[config.mk]
export PLATFORM = sky130hd
export DESIGN_NAME = bcd_display_driver
export DESIGN_NICKNAME = d
export VERILOG_FILES = /design/src/rtl/bcd_display_driver.sv
export SDC_FILE = /design/constraint.sdc
export NUM_CORES = 1
export LEC_CHECK = 0
export BUFFER_PORTS_ARGS = -buffer_cell sky130_fd_sc_hd__buf_2
export CAP_MARGIN = 20
export CORE_AREA = 2 2 101 103
export CTS_CLUSTER_DIAMETER = 60
export DETAILED_ROUTE_END_ITERATION = 8
export DIE_AREA = 0 0 103 105
export GPL_ROUTABILITY_DRIVEN = 1
export PLACE_DENSITY_LB_ADDON = 0.3
export SLEW_MARGIN = 20
export SYNTH_ARGS = -nofsm -noshare
export SYNTH_HDL_FRONTEND = slang
export SYNTH_SLANG_ARGS = --single-unit
[constraint.sdc]
create_clock -name clk -period 6.4 [get_ports clk]
set_clock_uncertainty 0.05 [all_clocks]
set_input_delay 1.28 -clock clk [delete_from_list [all_inputs] [get_ports clk]]
set_output_delay 1.28 -clock clk [all_outputs]
set_load 0.01 [all_outputs]
[src/rtl/bcd_display_driver.sv]
// Binary-to-BCD display stage: sequential double-dabble conversion feeding a multiplexed
// common-anode 7-segment scanner. Define LEADING_ZERO_BLANK_EN to blank leading zero digits.
module bcd_display_driver #(
  parameter int N           = 16,
  parameter int DIGITS      = 5,
  parameter int REFRESH_DIV = 100000
) (
  input  logic                  clk,
  input  logic                  reset,
  input  logic [N-1:0]          value,
  input  logic                  value_valid,
  output logic                  busy,
  output logic [4*DIGITS-1:0]   bcd_out,
  output logic [DIGITS-1:0]     anodes,
  output logic [6:0]            segments
);

  localparam int BW = 4 * DIGITS;
  localparam int CW = $clog2(N + 1);
  localparam int RW = $clog2(REFRESH_DIV);
  localparam int IW = (DIGITS > 1) ? $clog2(DIGITS) : 1;

  typedef enum logic [1:0] {
    IDLE    = 2'd0,
    CONVERT = 2'd1,
    LATCH   = 2'd2
  } state_t;

  state_t          state_r, state_s;
  logic            busy_r;
  logic [N-1:0]    bin_r;
  logic [BW-1:0]   scratch_r;
  logic [BW-1:0]   adj_s;
  logic [BW+N-1:0] shifted_s;
  logic [CW-1:0]   iter_r;
  logic [BW-1:0]   bcd_r;
  logic [RW-1:0]   ref_r;
  logic [IW-1:0]   idx_r;
  logic [3:0]      digit_s;

  function automatic logic [BW-1:0] add3(input logic [BW-1:0] s);
    logic [BW-1:0] r;
    r = s;
    for (int i = 0; i < DIGITS; i++) begin
      if (s[4*i +: 4] >= 4'd5) begin
        r[4*i +: 4] = s[4*i +: 4] + 4'd3;
      end else begin
        r[4*i +: 4] = s[4*i +: 4];
      end
    end
    return r;
  endfunction

  // Active-low patterns, bit order g..a
  function automatic logic [6:0] seg7(input logic [3:0] d);
    logic [6:0] p;
    case (d)
      4'd0:    p = 7'b1000000;
      4'd1:    p = 7'b1111001;
      4'd2:    p = 7'b0100100;
      4'd3:    p = 7'b0110000;
      4'd4:    p = 7'b0011001;
      4'd5:    p = 7'b0010010;
      4'd6:    p = 7'b0000010;
      4'd7:    p = 7'b1111000;
      4'd8:    p = 7'b0000000;
      4'd9:    p = 7'b0010000;
      default: p = 7'b1111111;
    endcase
    return p;
  endfunction

  assign adj_s     = add3(scratch_r);
  assign shifted_s = {adj_s, bin_r} << 1'b1;

  // Conversion FSM next-state logic
  always_comb begin
    state_s = state_r;
    case (state_r)
      IDLE: begin
        if (value_valid) state_s = CONVERT;
        else             state_s = IDLE;
      end
      CONVERT: begin
        if (iter_r == CW'(N - 1)) state_s = LATCH;
        else                      state_s = CONVERT;
      end
      LATCH:   state_s = IDLE;
      default: state_s = IDLE;
    endcase
  end

  // State register and registered busy flag
  always_ff @(posedge clk or posedge reset) begin
    if (reset) begin
      state_r <= IDLE;
      busy_r  <= 1'b0;
    end else begin
      state_r <= state_s;
      busy_r  <= (state_s != IDLE);
    end
  end

  // Double-dabble datapath; bcd_r only moves in LATCH so the display never sees partial data
  always_ff @(posedge clk or posedge reset) begin
    if (reset) begin
      bin_r     <= '0;
      scratch_r <= '0;
      iter_r    <= '0;
      bcd_r     <= '0;
    end else begin
      case (state_r)
        IDLE: begin
          if (value_valid) begin
            bin_r     <= value;
            scratch_r <= '0;
            iter_r    <= '0;
          end
        end
        CONVERT: begin
          {scratch_r, bin_r} <= shifted_s;
          iter_r             <= iter_r + CW'(1);
        end
        LATCH:   bcd_r <= scratch_r;
        default: bcd_r <= bcd_r;
      endcase
    end
  end

  // Refresh divider and digit scan index
  always_ff @(posedge clk or posedge reset) begin
    if (reset) begin
      ref_r <= '0;
      idx_r <= '0;
    end else if (ref_r == RW'(REFRESH_DIV - 1)) begin
      ref_r <= '0;
      if (idx_r == IW'(DIGITS - 1)) idx_r <= '0;
      else                          idx_r <= idx_r + IW'(1);
    end else begin
      ref_r <= ref_r + RW'(1);
    end
  end

  // Select the nibble currently being scanned
  always_comb begin
    digit_s = 4'd0;
    for (int i = 0; i < DIGITS; i++) begin
      digit_s = digit_s | ((idx_r == IW'(i)) ? bcd_r[4*i +: 4] : 4'd0);
    end
  end

`ifdef LEADING_ZERO_BLANK_EN
  logic nz_at_or_above_s;

  // A digit is a leading zero when it and every higher digit are zero
  always_comb begin
    nz_at_or_above_s = 1'b0;
    for (int i = 0; i < DIGITS; i++) begin
      nz_at_or_above_s = nz_at_or_above_s |
                         ((IW'(i) >= idx_r) && (bcd_r[4*i +: 4] != 4'd0));
    end
  end

  assign segments = ((idx_r != '0) && !nz_at_or_above_s) ? 7'b1111111 : seg7(digit_s);
`else
  assign segments = seg7(digit_s);
`endif

  assign anodes  = ~(DIGITS'(1) << idx_r);
  assign busy    = busy_r;
  assign bcd_out = bcd_r;

endmodule

# == Word level (Yosys, flattened, before mapping) ==
# Memory sizes are Yosys's and may differ from the RTL's.
# Index checks and enable logic that the tools add are counted.
# op_classes
n_addsub,8
magnitude_cmp,5
n_eq_ne,9
shift,1
n_mux,21
bitwise,5
n_reduce_logical,5
# ops
operator,count
$pmux W20 S2,1
$mux W4,9
$pmux W16 S2,1
$ge A4 B3 Y1 const B,5
$mux W20,1
$add A17 B1 Y17 const B,1
$eq A17 B17 Y1 const B,1
$mux W17,1
$add A4 B2 Y4 const B,4
$mux W16,1
$or A4 B4 Y4,4
$pmux W5 S2,1
$eq A3 B2 Y1 const B,2
$mux W3,2
$add A5 B1 Y5 const B,1
$eq A5 B4 Y1 const B,1
$mux W5,1
$not A5 Y5,1
$shl A1 B3 Y5 const A,1
$pmux W2 S2,1
$reduce_bool A2 Y1,2
$add A3 B1 Y3 const B,1
$add A3 B2 Y3 const B,1
$eq A3 B1 Y1 const B,1
9 further kinds,9
# totals
regBits,84
mem_bits_ro,112
inputBits,19
out_inout_bits,33
elab_cells,63
mem_count,1
# mem_list
memory,depth,width,read_ports,rd_clocked_by_memory_dff,wr,line,source
(name not given),16,7,1,0,0,57,case (d)

# == Depth between registers and ports, before layout ==
# An unclocked memory read counts as a cell.
# logic_depth
word_depth,7
depth_mapped,10
ltp_nobuf,9

# == Least setup slack after synthesis ==
# No wires, ideal clock.
# synth_path
kind,register -> output
startpoint,register idx_r[0]
endpoint,output port segments[0]
arrival_ps,1877
required_time_ps,5070
path_slack_ps,3193
stages_incl_launch_ff,8
path_buffers,1
cell_sequence,dfrtp_1 inv_1 ha_1 buf_6 a222oi_1 o21ai_2 or4b_4 nand3_1
# synth_between
elab_chain_len,7
elab_cells_between_ends,15
classes_between,eq/ne: 4; mux: 5; bitwise: 4; reduce/logical: 1; memory: 1
# synth_lines
element,line,source
"start, declared",38,logic [IW-1:0] idx_r;
"start signal, assigned",138,else idx_r <= idx_r + IW'(1);
$eq A3 B1 Y1 / $logic_not A3 Y1 (equally long branches),148,digit_s = digit_s | ((idx_r == IW'(i)) ? bcd_r[4*i +: 4] : 4'd0);
$mux W4,148,
$or A4 B4 Y4 (3 in a row),148,
$or A4 B4 Y4 (*),148,
$mem_v2 Z16 W7 (*),-,
"end, declared",15,output logic [6:0] segments
# Mark *: on every way between the ends. The rest lies on a longest branch, timed or not.

# == Final worst setup path ==
# Same ends and word-level chain as after synthesis.

==> impl_summary.log <==
INFO  metric outcome = finished clean
INFO  metric timing.final.max_slew_violations = 0
INFO  metric placement.setup.worst_slack = 2.76 ns
INFO  metric nFillCells = 902
INFO  metric max_cap_viol_count = 0
INFO  metric kind_of_path_behind_the_tightest_hold_check = flip-flop to flip-flop
INFO  metric synth_fp_nets = 452
INFO  metric cts.path.max_buffers = 2
INFO  metric final_core_util = 50.0%
INFO  metric htreeDepth = 3
INFO  metric overall_via_count_from_detail_route = 3187
INFO  metric fraction_of_registers_with_async_set_reset = 100%
INFO  metric critical_path_type = flip-flop to output pin
INFO  metric routed_wl = 8710 um
INFO  metric critical_path_required = 5.07 ns
INFO  metric cts_hold_buf = 0
INFO  metric clock_latency = 0.37 ns
INFO  metric maximum_number_of_pins_on_one_net_before_global_route_repair = 85
INFO  metric synthesis.yosys.warnings = 0
INFO  metric row_count = 36
INFO  metric detail_route.first_pass.iterations = 4
INFO  metric timing.critical_path.from_type = flip-flop
INFO  metric worst_slew_margin_rel = 35.4%
INFO  metric nNetsFinal = 497
INFO  metric insertedDiodeCount = 0
INFO  metric tritoncts = yes
INFO  metric seq_area_frac_synth = 49.6%
INFO  metric worstMarginPinSlew = 0.967 ns
INFO  metric ios = 52
INFO  metric via_count_of_the_first_global_routing_pass = 2977
INFO  metric powerDensity = 379 nW/um^2
INFO  metric die_h = 105 um
INFO  metric gp_routability_congestion = 0.808
INFO  metric overflow_left_after_global_routing = 0
INFO  metric synth.lib_cells_used.distinct = 44
INFO  metric global_route.usage.total = 16.9%
INFO  metric area_occupied_by_registers = 2100 um^2
INFO  metric syn_to_final_growth = 13.9%
INFO  metric core_footprint = 9640 um^2
INFO  metric floorplan.die.width = 103 um
INFO  metric layoutNonFillerInstCount = 595
INFO  metric dpl-instance-area = 4580 um^2
INFO  metric worstPathArrival = 2.68 ns
INFO  metric drive_above_1_share = 18.6%
INFO  metric synth_ff_type = sky130_fd_sc_hd__dfrtp_1
INFO  metric setup_viol = 0
INFO  metric min_period_over_period = 62.6%
INFO  metric wire_length_of_the_first_global_routing_pass = 14500 um
INFO  metric post-route-min-period = 4.01 ns
INFO  metric post_cts_resized = 0
INFO  metric detailed_place_hpwl = 5920 um
INFO  metric syn_area = 4240 um^2
INFO  metric area_of_the_multi_input_gates = 1960 um^2
INFO  metric hold_viol_final = 0
INFO  metric place_inst = 579
INFO  metric post-route-worst-setup-slack = 2.39 ns
INFO  metric end_kind = output pin
INFO  metric cts_setup_buffers = 0
INFO  metric antenna_violation_net_count_after_detailed_routing = 0
INFO  metric drtIter0Drc = 125
INFO  metric cts.clk_slew.worst_paths = 0.09 ns
INFO  metric initial_core_util = 43.9%
INFO  metric post_drt_via_cell_ratio = 5.36
INFO  metric fin_total_pwr = 1.83 mW
INFO  metric ctsRootBufferMaster = sky130_fd_sc_hd__clkbuf_8
INFO  metric numCtsBuffers = 9
INFO  metric detail_route.drc_violations = 0
INFO  metric synth-edff-count = 0
INFO  metric post_synth.cell_area_avg = 10.3 um^2
INFO  metric numClockSinks = 84
INFO  metric min_delay_path_depth = 2
INFO  metric total_leakage_power = 2.23 nW
INFO  metric yosys_register_bits = 84
INFO  metric worstRegToRegCells = 3
INFO  metric buffer_ports.inserted = 51
INFO  metric total_die_area = 10800 um^2
INFO  metric wire_per_inst = 14.6 um
INFO  metric worstPathMaxFanout = 12
INFO  metric ir_drop = 0.149 mV
INFO  metric upper_clock_frequency_limit = 250 MHz
INFO  metric antenna_violations_before_repair = 0
INFO  metric synth_cells = 412
INFO  metric setup_total_negative_slack = 0 ns
INFO  metric final_cell_area = 4820 um^2
INFO  metric rsz0062_at_grt = false
INFO  metric fin_worst_hold_slack = 0.432 ns
-- synthesized netlist by cell type (all sizes together) (4+ instances only) --
| library cell | instances | area, um^2 |
|---|---|---|
| a222oi | 4 | 40.0 |
| nand2 | 41 | 154 |
| o21ai | 41 | 209 |
| and2 | 12 | 75.1 |
| mux2 | 13 | 146 |
| nand2b | 7 | 43.8 |
| a22oi | 4 | 30.0 |
| xnor2 | 10 | 87.6 |
| o22ai | 9 | 56.3 |
| nand4 | 4 | 25.0 |
| nor2b | 6 | 37.5 |
| nand3 | 8 | 40.0 |
| inv | 20 | 75.1 |
| dfrtp | 84 | 2100 |
| xor2 | 9 | 78.8 |
| a21oi | 19 | 95.1 |
| a22o | 5 | 43.8 |
| ha | 21 | 263 |
| clkbuf | 13 | 48.8 |
| a31oi | 12 | 75.1 |
| o31ai | 8 | 60.1 |
| mux2i | 7 | 70.1 |
| a32oi | 4 | 35.0 |
| nor2 | 16 | 60.1 |
| a32o | 6 | 60.1 |
| buf | 6 | 45.0 |
-- layer usage --
metal  GRT usage (%)  routed length (um)  vias to the layer above
li1                -                   -                     1566
met1            25.3                4230                     1549
met2            24.6                3970                       60
met3            3.48                 387                       12
met4            4.79                 119                        0
met5               0                   0                        -
-- sequential cells by signal, indices dropped and copies added, names as in the netlist --
name	count
scratch_r	20
state_r	2
iter_r	5
busy	1
bcd_out	20
ref_r	17
idx_r	3
bin_r	16
-- path summary, 6_finish.rpt --
path                                      startpoint                        end  slack [ns]
worst max-delay path            idx_r[0]$_DFFE_PP0N_                segments[0]        2.39
worst min register to register  bin_r[4]$_DFFE_PP0P_       bin_r[4]$_DFFE_PP0P_        0.43
max in group asynchronous                      reset  scratch_r[13]$_DFFE_PP0P_        4.74
worst max register to register  state_r[0]$_DFF_PP0_    bcd_out[14]$_DFFE_PP0N_        3.70
worst min-delay path            bin_r[4]$_DFFE_PP0P_       bin_r[4]$_DFFE_PP0P_        0.43
min in group asynchronous                      reset         ref_r[6]$_DFF_PP0_        1.05
-- power breakdown --
part           switching [mW]  internal, mW
Clock                   0.195         0.260
Combinational           0.321         0.272
Sequential              0.113         0.665
Total                   0.629          1.20
-- cells by family after synthesis --
| group | count (synthesis) | synth area share (%) |
|---|---|---|
| AO/OA/AOI/OAI | 114 | 17.0 |
| adder cells (fa/ha/maj) | 21 | 6.20 |
| buffers and inverters | 41 | 4.17 |
| multiplexers | 20 | 5.11 |
| AND/OR/NAND/NOR | 113 | 13.9 |
| XOR/XNOR | 19 | 3.93 |
| flip-flops | 84 | 49.6 |
-- placed cells by master, fill, tap and decap left out, types with 4 or more instances in the layout --
cell type,n
sky130_fd_sc_hd__a22o_1,5
sky130_fd_sc_hd__nor2_1,16
sky130_fd_sc_hd__a31oi_1,12
sky130_fd_sc_hd__o22ai_1,9
sky130_fd_sc_hd__dfrtp_1,84
sky130_fd_sc_hd__and2_1,12
sky130_fd_sc_hd__clkbuf_8,9
sky130_fd_sc_hd__a222oi_1,4
sky130_fd_sc_hd__a32o_1,6
sky130_fd_sc_hd__buf_2,51
sky130_fd_sc_hd__a21oi_1,19
sky130_fd_sc_hd__inv_1,19
sky130_fd_sc_hd__a32oi_1,4
sky130_fd_sc_hd__xnor2_1,10
sky130_fd_sc_hd__nor2b_1,6
sky130_fd_sc_hd__nand2_1,41
sky130_fd_sc_hd__mux2_2,13
sky130_fd_sc_hd__a22oi_1,4
sky130_fd_sc_hd__o31ai_1,8
sky130_fd_sc_hd__o21ai_0,38
sky130_fd_sc_hd__nand4_1,4
sky130_fd_sc_hd__xor2_1,9
sky130_fd_sc_hd__mux2i_1,7
sky130_fd_sc_hd__nand3_1,8
sky130_fd_sc_hd__ha_1,21
sky130_fd_sc_hd__nand2b_1,7
-- critical path, cell delays in order, from the launching register on --
cell                       delay [ns]
sky130_fd_sc_hd__dfrtp_1         0.42
sky130_fd_sc_hd__inv_1           0.09
sky130_fd_sc_hd__ha_1            0.34
sky130_fd_sc_hd__a222oi_1        0.40
sky130_fd_sc_hd__o21ai_1         0.26
sky130_fd_sc_hd__or4b_4          0.58
sky130_fd_sc_hd__nand3_1         0.09
sky130_fd_sc_hd__buf_2           0.13
-- cell type report --
cell class,count,area share [%]
well taps,133,3.45
inverters,22,1.74
clock inverters,6,2.31
multi-input cells,287,40.6
repair buffers,53,5.68
flip-flops and latches,84,43.6
clock buffers,10,2.65
Note: power is estimated with default switching activity, not from simulation.
